===== src/rtl/fifo_stream_drain.sv =====
// Pops a registered-read FIFO into a 2-entry buffer and emits a valid/ready stream with TLAST every PKT_LEN beats.
// First beat 2 cycles after the first read; reads throttle so buffered + in-flight words never exceed 2 under back-pressure.
module fifo_stream_drain #(
    parameter int WIDTH   = 8,
    parameter int PKT_LEN = 4,
    parameter int PCNT_W  = 16
) (
    input  logic              I_CLK,
    input  logic              I_RESET,
    input  logic              I_EN,
    output logic              O_FIFO_RE,
    input  logic [WIDTH-1:0]  I_FIFO_DOUT,
    input  logic              I_FIFO_EMPTY,
    output logic [WIDTH-1:0]  O_TDATA,
    output logic              O_TVALID,
    output logic              O_TLAST,
    input  logic              I_TREADY,
    output logic [PCNT_W-1:0] O_PKT_CNT,
    output logic              O_BUSY
);
    typedef enum logic [1:0] {ST_IDLE, ST_RUN, ST_DRAIN} state_t;

    localparam logic [7:0] LAST_BEAT = 8'(PKT_LEN - 1);

    state_t            r_state;
    state_t            w_state_nxt;
    logic [WIDTH-1:0]  r_buf0;
    logic [WIDTH-1:0]  r_buf1;
    logic [1:0]        r_buf_cnt;
    logic              r_inflight;
    logic [7:0]        r_beat_cnt;
    logic [PCNT_W-1:0] r_pkt_cnt;

    logic              w_pop;
    logic              w_held;
    logic [2:0]        w_occ_nxt;
    logic [1:0]        w_push_idx;

    assign O_TVALID  = (r_buf_cnt != 2'd0);
    assign O_TDATA   = r_buf0;
    assign O_TLAST   = O_TVALID && (r_beat_cnt == LAST_BEAT);
    assign O_PKT_CNT = r_pkt_cnt;
    assign O_BUSY    = (r_state != ST_IDLE);

    assign w_pop      = O_TVALID & I_TREADY;
    assign w_held     = (r_buf_cnt != 2'd0) || r_inflight;
    // Occupancy after this edge; a new read is only safe if it leaves room for its word.
    assign w_occ_nxt  = {1'b0, r_buf_cnt} + {2'b00, r_inflight} - {2'b00, w_pop};
    assign O_FIFO_RE  = !I_RESET && I_EN && !I_FIFO_EMPTY && (w_occ_nxt < 3'd2);
    assign w_push_idx = r_buf_cnt - {1'b0, w_pop};

    always_ff @(posedge I_CLK) begin
        if (I_RESET) begin
            r_buf0     <= '0;
            r_buf1     <= '0;
            r_buf_cnt  <= 2'd0;
            r_inflight <= 1'b0;
            r_beat_cnt <= 8'd0;
            r_pkt_cnt  <= '0;
        end else begin
            assert (w_occ_nxt <= 3'd2);
            r_inflight <= O_FIFO_RE;
            r_buf_cnt  <= w_occ_nxt[1:0];
            if (w_pop) begin
                r_buf0 <= r_buf1;
            end
            if (r_inflight) begin
                if (w_push_idx == 2'd0) begin
                    r_buf0 <= I_FIFO_DOUT;
                end else begin
                    r_buf1 <= I_FIFO_DOUT;
                end
            end
            if (w_pop) begin
                r_beat_cnt <= O_TLAST ? 8'd0 : r_beat_cnt + 8'd1;
                if (O_TLAST) begin
                    r_pkt_cnt <= r_pkt_cnt + 1'b1;
                end
            end
        end
    end

    always_ff @(posedge I_CLK) begin
        if (I_RESET) begin
            r_state <= ST_IDLE;
        end else begin
            r_state <= w_state_nxt;
        end
    end

    always_comb begin
        w_state_nxt = r_state;
        case (r_state)
            ST_IDLE: begin
                if (I_EN && !I_FIFO_EMPTY) begin
                    w_state_nxt = ST_RUN;
                end
            end
            ST_RUN: begin
                if (!I_EN) begin
                    w_state_nxt = w_held ? ST_DRAIN : ST_IDLE;
                end else if (I_FIFO_EMPTY && !w_held) begin
                    w_state_nxt = ST_IDLE;
                end
            end
            ST_DRAIN: begin
                if (I_EN) begin
                    w_state_nxt = ST_RUN;
                end else if (!w_held) begin
                    w_state_nxt = ST_IDLE;
                end
            end
            default: w_state_nxt = ST_IDLE;
        endcase
    end

endmodule


===== config.mk =====
export PLATFORM = sky130hd
export DESIGN_NAME = fifo_stream_drain
export DESIGN_NICKNAME = d
export VERILOG_FILES = /design/src/rtl/fifo_stream_drain.sv
export SDC_FILE = /design/constraint.sdc
export NUM_CORES = 1
export LEC_CHECK = 0
export ABC_AREA = 0
export CAP_MARGIN = 20
export CORE_ASPECT_RATIO = 2
export CORE_MARGIN = 1.5
export CORE_UTILIZATION = 40
export DETAILED_ROUTE_END_ITERATION = 6
export PLACE_DENSITY = 0.77
export SLEW_MARGIN = 10
export SYNTH_ARGS = -nofsm -noshare
export SYNTH_HDL_FRONTEND = slang
export SYNTH_SLANG_ARGS = --single-unit

===== constraint.sdc =====
create_clock -name I_CLK -period 2.28 [get_ports I_CLK]
set_clock_uncertainty 0.05 [all_clocks]
set_input_delay 0.456 -clock I_CLK [delete_from_list [all_inputs] [get_ports I_CLK]]
set_output_delay 0.456 -clock I_CLK [all_outputs]
set_load 0.02 [all_outputs]

==> results.cfg, run 1 <==
[global_routing]
grt_pass1_wl_um = 8240
groute.usage.overall_pct = 18.9
antenna_found_initial = 0
grt_max_degree = 44
grt_remaining_overflow = 0
first_global_vias = 1979

[layout]
antenna_cells = 0
fillers = 438
multi_input_area_mm2 = 0.00116
final-seq-area_um2 = 906
design.final.nets = 322
finish.utilization_pct = 58.8
area_growth_from_synthesis_to_layout_pct = 39.6
mostFrequentLayoutCells = sky130_fd_sc_hd__dfxtp_1, sky130_fd_sc_hd__clkdlybuf4s50_1, sky130_fd_sc_hd__buf_4
final_layout_size_suffix_gt1_share_pct = 19.6
final_common_cell = sky130_fd_sc_hd__dfxtp_1

[sta]
setup_ws_ns = -0.372
final.setup.tns_ns = -0.372
setup_viol = 1
max_slew.worst_pin.slew_ns = 0.434
fin_hold_ws_ns = 0.435
grt_setup_unrepaired = yes
fin_crit_sh_pct = 116
report.final.hold_viol_count = 0
min_period_ns = 2.65
clock.fmax_mhz = 377
report.final.slew_viol_count = 0
timing.slew.headroom_pct = 71.0

[synth]
synthCells = 240
mappedNetlistArea_mm2 = 0.00207
synthesis_stage_register_bit_count = 45
synth.lib_cells_used.distinct = 38
synth.top_cells.by_area = sky130_fd_sc_hd__dfxtp_1, sky130_fd_sc_hd__nand2_1, sky130_fd_sc_hd__a21oi_1
edff_count_synth = 0
async_reset_ff_share_pct = 0
avgSynthCellArea_um2 = 8.62
synthesis.yosys.warnings = 0
synth_top_flop_cell = sky130_fd_sc_hd__dfxtp_1
synth_nets = 257
synth_seq_area_share_pct = 43.6
synth_largest_area_cell = sky130_fd_sc_hd__dfxtp_1
yosysTopAreaCellShare_pct = 43.6

[clocking]
holdBufCountCts = 0
worstSkewPairLatency_ns = 0.29
numCtsBuffers = 5
root_buffer = sky130_fd_sc_hd__clkbuf_8
clk_path_buf_depth = 2
htree_num_levels = 2
clk_pin_slew_worst_setup_hold_paths_ns = 0.08
tritoncts_clock_tree = done
numClockSinks = 45

[route]
drt-pass1-iter-count = 4
num_vias = 2028
drtIter0Drc = 42
wirelength_um = 4870
avgRoutedWirePerCell_um = 13.4
route.detailed.drc = 0
detail-route-antenna-nets = 0
drt-vias-per-instance = 5.59

[pwr]
vdd.ir_drop.worst_mv = 0.456
power.static_leakage_nw = 1.06
power_per_cell_area_mw_per_mm2 = 670
totalPowerFinal_mw = 1.94

[placed_design]
pre_cts_ws_ns = -1.16
place_hpwl_um = 3500
number_of_port_buffers = 40
gpl.final_weighted_congestion = 0.797

[floorplanning]
die_w_um = 53.8
start_util_pct = 42.1
design.die.area_mm2 = 0.00564
io-pin-count = 41
dieHeight_um = 105
floorplan.core_area_mm2 = 0.00491
standard_cell_rows = 36

[status]
run_status = complete, but fails checks
violations = negative setup slack

[flow_run]
cap_viol_max_count = 0

[hold_path]
min_from = r_buf1[5]
hold_path.class = flop to flop
hold_path_cells = 2
hold-path-endpoint = O_TDATA[5]

[worst_setup_path]
critPathCaptureType = output pin
number_of_cells_on_the_worst_reg_to_reg_path = 8
critical_path.max_fanout = 3
ff2ff_setup_slack_ns = 0.19
criticalPathCategory = flop to output pin
required_ns = 1.77
critPathArrivalTime_ns = 2.15
setup.worst_path.start_class = flop
worst_r2r_endpoint = O_PKT_CNT[15]
worstReg2RegStart = r_beat_cnt[1]
## power breakdown
part | leakage (nW) | switching (mW) | total (mW) | internal (mW)
Combinational | 0.654 | 0.285 | 0.567 | 0.282
Clock | 0.0450 | 0.259 | 0.472 | 0.213
Sequential | 0.365 | 0.0480 | 0.896 | 0.848
Total | 1.06 | 0.592 | 1.94 | 1.34
## sequential cells by signal, indices dropped and copies added (netlist names)
signal      count
r_beat_cnt      8
r_state         2
r_buf1          8
r_inflight      1
r_buf_cnt       2
O_TDATA         8
O_PKT_CNT      16
## critical path, cell delays in order (launching register included)
cell and delay, ns:
sky130_fd_sc_hd__dfxtp_2 0.35, sky130_fd_sc_hd__buf_12 0.13, sky130_fd_sc_hd__o21ai_4 0.12, sky130_fd_sc_hd__nand2_1 0.08
sky130_fd_sc_hd__nand2_1 0.07, sky130_fd_sc_hd__ha_2 0.18, sky130_fd_sc_hd__fa_2 0.47, sky130_fd_sc_hd__nor4_4 0.28
sky130_fd_sc_hd__buf_4 0.17
## layout make-up
class                      count  area share [%]
clock buffer                   6            2.51
clock inverter                 2           0.347
timing repair buffer          70            22.5
sequential                    45            31.4
inverter                       5           0.650
multi-input combinational    178            40.1
tap                           57            2.47
## cells by family after synthesis
group | Yosys count | share of synthesized area (%)
AOI/OAI and AO/OA | 43 | 13.0
xor gates and xnor gates | 11 | 4.66
buffers and inverters | 17 | 3.27
muxes | 8 | 3.87
and+or+nand+nor | 112 | 28.9
DFF | 45 | 43.6
adders and majority gates | 4 | 2.78
## worst max path at each step
| stage | start | to | slack (ns) | cells past startpoint |
|---|---|---|---|---|
| 2_1_floorplan | r_buf_cnt[1] | O_FIFO_RE | -0.10 | 7 |
| 6_report | r_buf_cnt[0] | O_FIFO_RE | -0.37 | 8 |
| 4_1_cts | r_buf_cnt[0] | O_FIFO_RE | -0.39 | 8 |
| 3_3_place_gp | I_TREADY | O_FIFO_RE | -1.12 | 8 |
| 5_1_grt | r_buf_cnt[0] | O_FIFO_RE | -0.45 | 8 |
| 3_5_place_dp | I_TREADY | O_FIFO_RE | -1.16 | 8 |
## cells in the mapped netlist (4+ instances only)
cell and instances:
sky130_fd_sc_hd__or3_1 7, sky130_fd_sc_hd__nor4_1 4, sky130_fd_sc_hd__xor2_1 5, sky130_fd_sc_hd__a311oi_1 8, sky130_fd_sc_hd__clkbuf_1 9, sky130_fd_sc_hd__mux2i_1 8, sky130_fd_sc_hd__dfxtp_1 45, sky130_fd_sc_hd__a21oi_1 17
sky130_fd_sc_hd__nand4_1 8, sky130_fd_sc_hd__xnor2_1 6, sky130_fd_sc_hd__o21ai_0 11, sky130_fd_sc_hd__nor2_1 20, sky130_fd_sc_hd__nand3_1 9, sky130_fd_sc_hd__nor3_1 10, sky130_fd_sc_hd__o31ai_1 4, sky130_fd_sc_hd__nand2_1 28
sky130_fd_sc_hd__inv_1 5
## through the flow
stage | std cells | instance area (µm²)
final | 363 | 2890
after floorplan | 240 | 2130
after global routing | 363 | 2890
after CTS | 362 | 2880
after global placement | 354 | 2780
after detailed placement | 354 | 2780
## timing repair
action	4_1_cts	5_1_grt
resized for setup	21	0
pin swaps	2	0
endpoints found under the setup margin	5	3
hold endpoints to repair	0	0
setup buffers	0	1
## metal layers
metal	part of all wire, %	global-route usage [%]	up-vias
met5	0	0	-
met4	1.6	7.33	0
met3	4.4	3.57	6
met2	56	34.9	60
met1	38	19.2	963
li1	-	-	999
No activity file was read; power rests on OpenSTA's default activity.
==> inputs of run 2 (changes only) <==
--- a/config.mk
+++ b/config.mk
@@ -6,6 +6,7 @@
 export NUM_CORES = 1
 export LEC_CHECK = 0
 export ABC_AREA = 0
+export ABC_CLOCK_PERIOD_IN_PS = 2280
 export CAP_MARGIN = 20
 export CORE_ASPECT_RATIO = 2
 export CORE_MARGIN = 1.5
==> results of run 2 <==
Final layout, timing and power as in run 1 (identical DEF).
==> inputs of run 3 (changes only) <==
--- a/config.mk
+++ b/config.mk
@@ -10,9 +10,9 @@
 export CAP_MARGIN = 20
 export CORE_ASPECT_RATIO = 2
 export CORE_MARGIN = 1.5
-export CORE_UTILIZATION = 40
+export CORE_UTILIZATION = 30
 export DETAILED_ROUTE_END_ITERATION = 6
-export PLACE_DENSITY = 0.77
+export PLACE_DENSITY = 0.63
 export SLEW_MARGIN = 10
 export SYNTH_ARGS = -nofsm -noshare
 export SYNTH_HDL_FRONTEND = slang
==> constraint.sdc (replaced) <==
create_clock -name I_CLK -period 2.28 [get_ports I_CLK]
set_clock_uncertainty 0.05 [all_clocks]
set_input_delay 0.456 -clock I_CLK [delete_from_list [all_inputs] [get_ports I_CLK]]
set_output_delay 0.456 -clock I_CLK [all_outputs]
set_load 0.01 [all_outputs]
==> run 3 against run 2 <==
The flow still finishes with violations (negative setup slack). Via count is 1.3% lower. Critical path depth is 1 lower. Cell count is 10% higher. Worst setup slack better by 0.073 ns. Critical endpoint unchanged. Largest power group is now the clock network. Highest routed layer unchanged.
==> results.cfg, run 3 (synthesized netlist as in run 1, its figures left out) <==
[clocking]
root_buffer = sky130_fd_sc_hd__clkbuf_16
numClockSinks = 45
clk_pin_slew_worst_setup_hold_paths_ns = 0.06
numCtsBuffers = 5
htree_num_levels = 2
clk_path_buf_depth = 2
tritoncts_clock_tree = done
worstSkewPairLatency_ns = 0.29

[layout]
final_layout_size_suffix_gt1_share_pct = 21.5
final_common_cell = sky130_fd_sc_hd__dfxtp_1
fillers = 671
antenna_cells = 0
design.final.nets = 328
final-seq-area_um2 = 906
multi_input_area_mm2 = 0.00116
finish.utilization_pct = 46.3
largest_register_ff_count = 16
area_growth_from_synthesis_to_layout_pct = 48.2
mostFrequentLayoutCells = sky130_fd_sc_hd__dfxtp_1, sky130_fd_sc_hd__clkdlybuf4s50_1, sky130_fd_sc_hd__buf_4

[worst_setup_path]
critPathArrivalTime_ns = 2.07
critical_path.slowest_cell = sky130_fd_sc_hd__fa_2
cp_slowest_stage_delay_ns = 0.48
criticalPathCategory = flop to output pin
critical_path.max_fanout = 4
critPathCaptureType = output pin
setup.worst_path.start_class = flop
timing.critical_path.cells = o21a_4 > nand2b_4 > nand2_1 > ha_2 > fa_2 > nor4_4 > buf_2
required_ns = 1.77

[pwr]
power.static_leakage_nw = 1.14
totalPowerFinal_mw = 2.35
vdd.ir_drop.worst_mv = 0.384
power_per_cell_area_mw_per_mm2 = 767

[route]
avgRoutedWirePerCell_um = 13.2
drt-pass1-iter-count = 4
route.detailed.drc = 0
detail-route-antenna-nets = 0
drt-vias-per-instance = 5.01
drtIter0Drc = 93
wirelength_um = 5290
num_vias = 2002

[flow_run]
cap_viol_max_count = 0

[global_routing]
grt_remaining_overflow = 0
grt_max_degree = 44
grt_pass1_wl_um = 8560
first_global_vias = 1916
antenna_found_initial = 0
groute.usage.overall_pct = 15.3

[sta]
max_slew.worst_pin.slew_ns = 0.447
clock.fmax_mhz = 388
fin_crit_sh_pct = 113
report.final.hold_viol_count = 0
grt_setup_unrepaired = yes
setup_ws_ns = -0.299
final.setup.tns_ns = -0.314
min_period_ns = 2.58
timing.slew.headroom_pct = 70.2
report.final.slew_viol_count = 0
setup_viol = 2

[hold_path]
hold_path.class = flop to flop

[status]
run_status = complete, but fails checks
violations = negative setup slack

[floorplanning]
io-pin-count = 41
design.die.area_mm2 = 0.00743
dieHeight_um = 120
floorplan.core_area_mm2 = 0.00662
start_util_pct = 31.2
die_w_um = 61.7
standard_cell_rows = 42

[placed_design]
place_hpwl_um = 3840
gpl.final_weighted_congestion = 0.807
number_of_port_buffers = 40
## run 3: cell count changes in the layout (fill, tap and decap cells not counted)
cell,before,now
sky130_fd_sc_hd__buf_12,2,1
sky130_fd_sc_hd__buf_2,0,1
sky130_fd_sc_hd__buf_4,29,35
sky130_fd_sc_hd__bufinv_16,0,2
sky130_fd_sc_hd__clkbuf_1,1,0
sky130_fd_sc_hd__clkbuf_16,0,5
sky130_fd_sc_hd__clkbuf_8,5,0
sky130_fd_sc_hd__clkinv_2,2,1
## run 3: worst paths after layout
path,from,endpoint,slack (ns),depth (start not counted)
setup / recovery,r_buf_cnt[0],O_FIFO_RE,-0.30,7
hold / removal,O_PKT_CNT[15],O_PKT_CNT[15],0.43,2
setup reg to reg,r_beat_cnt[0],O_PKT_CNT[15],0.14,9
hold reg to reg,O_PKT_CNT[15],O_PKT_CNT[15],0.43,2
## run 3: repair_timing
action                                 4_1_cts  5_1_grt
setup buffers                                4        0
hold buffers                                 0        0
resized for setup                           17        2
endpoints found under the hold margin        0        0
pin swaps                                    3        3
setup endpoints to repair                    9        6
## run 3: area by class of cell
class	count	share of cell area, %
Tap cell	88	3.59
Multi-Input combinational cell	178	37.8
Sequential cell	45	29.6
Clock buffer	5	4.08
Inverter	5	0.612
Clock inverter	3	2.12
Timing Repair Buffer	76	22.2
## run 3: critical path, delay by kind of cell (launching register included)
family / cells / cell delay (ns)
DFF: 1 / 0.34
buffers and inverters: 1 / 0.16
AOI/OAI and AO/OA: 1 / 0.23
adders and majority gates: 2 / 0.66
and+or+nand+nor: 3 / 0.39
## run 3: per-layer routing
| metal | part of all wire (%) | routed length [µm] | up-vias | global-route usage (%) |
|---|---|---|---|---|
| met3 | 3.2 | 169 | 8 | 2.89 |
| met5 | 0 | 0 | - | 0 |
| met2 | 56 | 2960 | 47 | 28.5 |
| li1 | - | - | 1007 | - |
| met4 | 2.4 | 125 | 0 | 7.18 |
| met1 | 39 | 2040 | 940 | 14.8 |
## run 3: power breakdown
part	internal (mW)	switching, mW
registers	0.849	0.0476
logic	0.271	0.245
clock network	0.626	0.310
## run 3: metrics by stage
step / worst slack (ns) / instance area (µm²) / hold WS [ns] / std cells
2_1_floorplan: -0.0113 / 2130 / 0.404 / 240
3_3_place_gp: -1.03 / 2830 / 0.411 / 388
3_5_place_dp: -1.07 / 2830 / 0.421 / 388
4_1_cts: -0.305 / 3050 / 0.433 / 400
5_1_grt: -0.401 / 3060 / 0.450 / 400
6_report: -0.299 / 3060 / 0.428 / 400
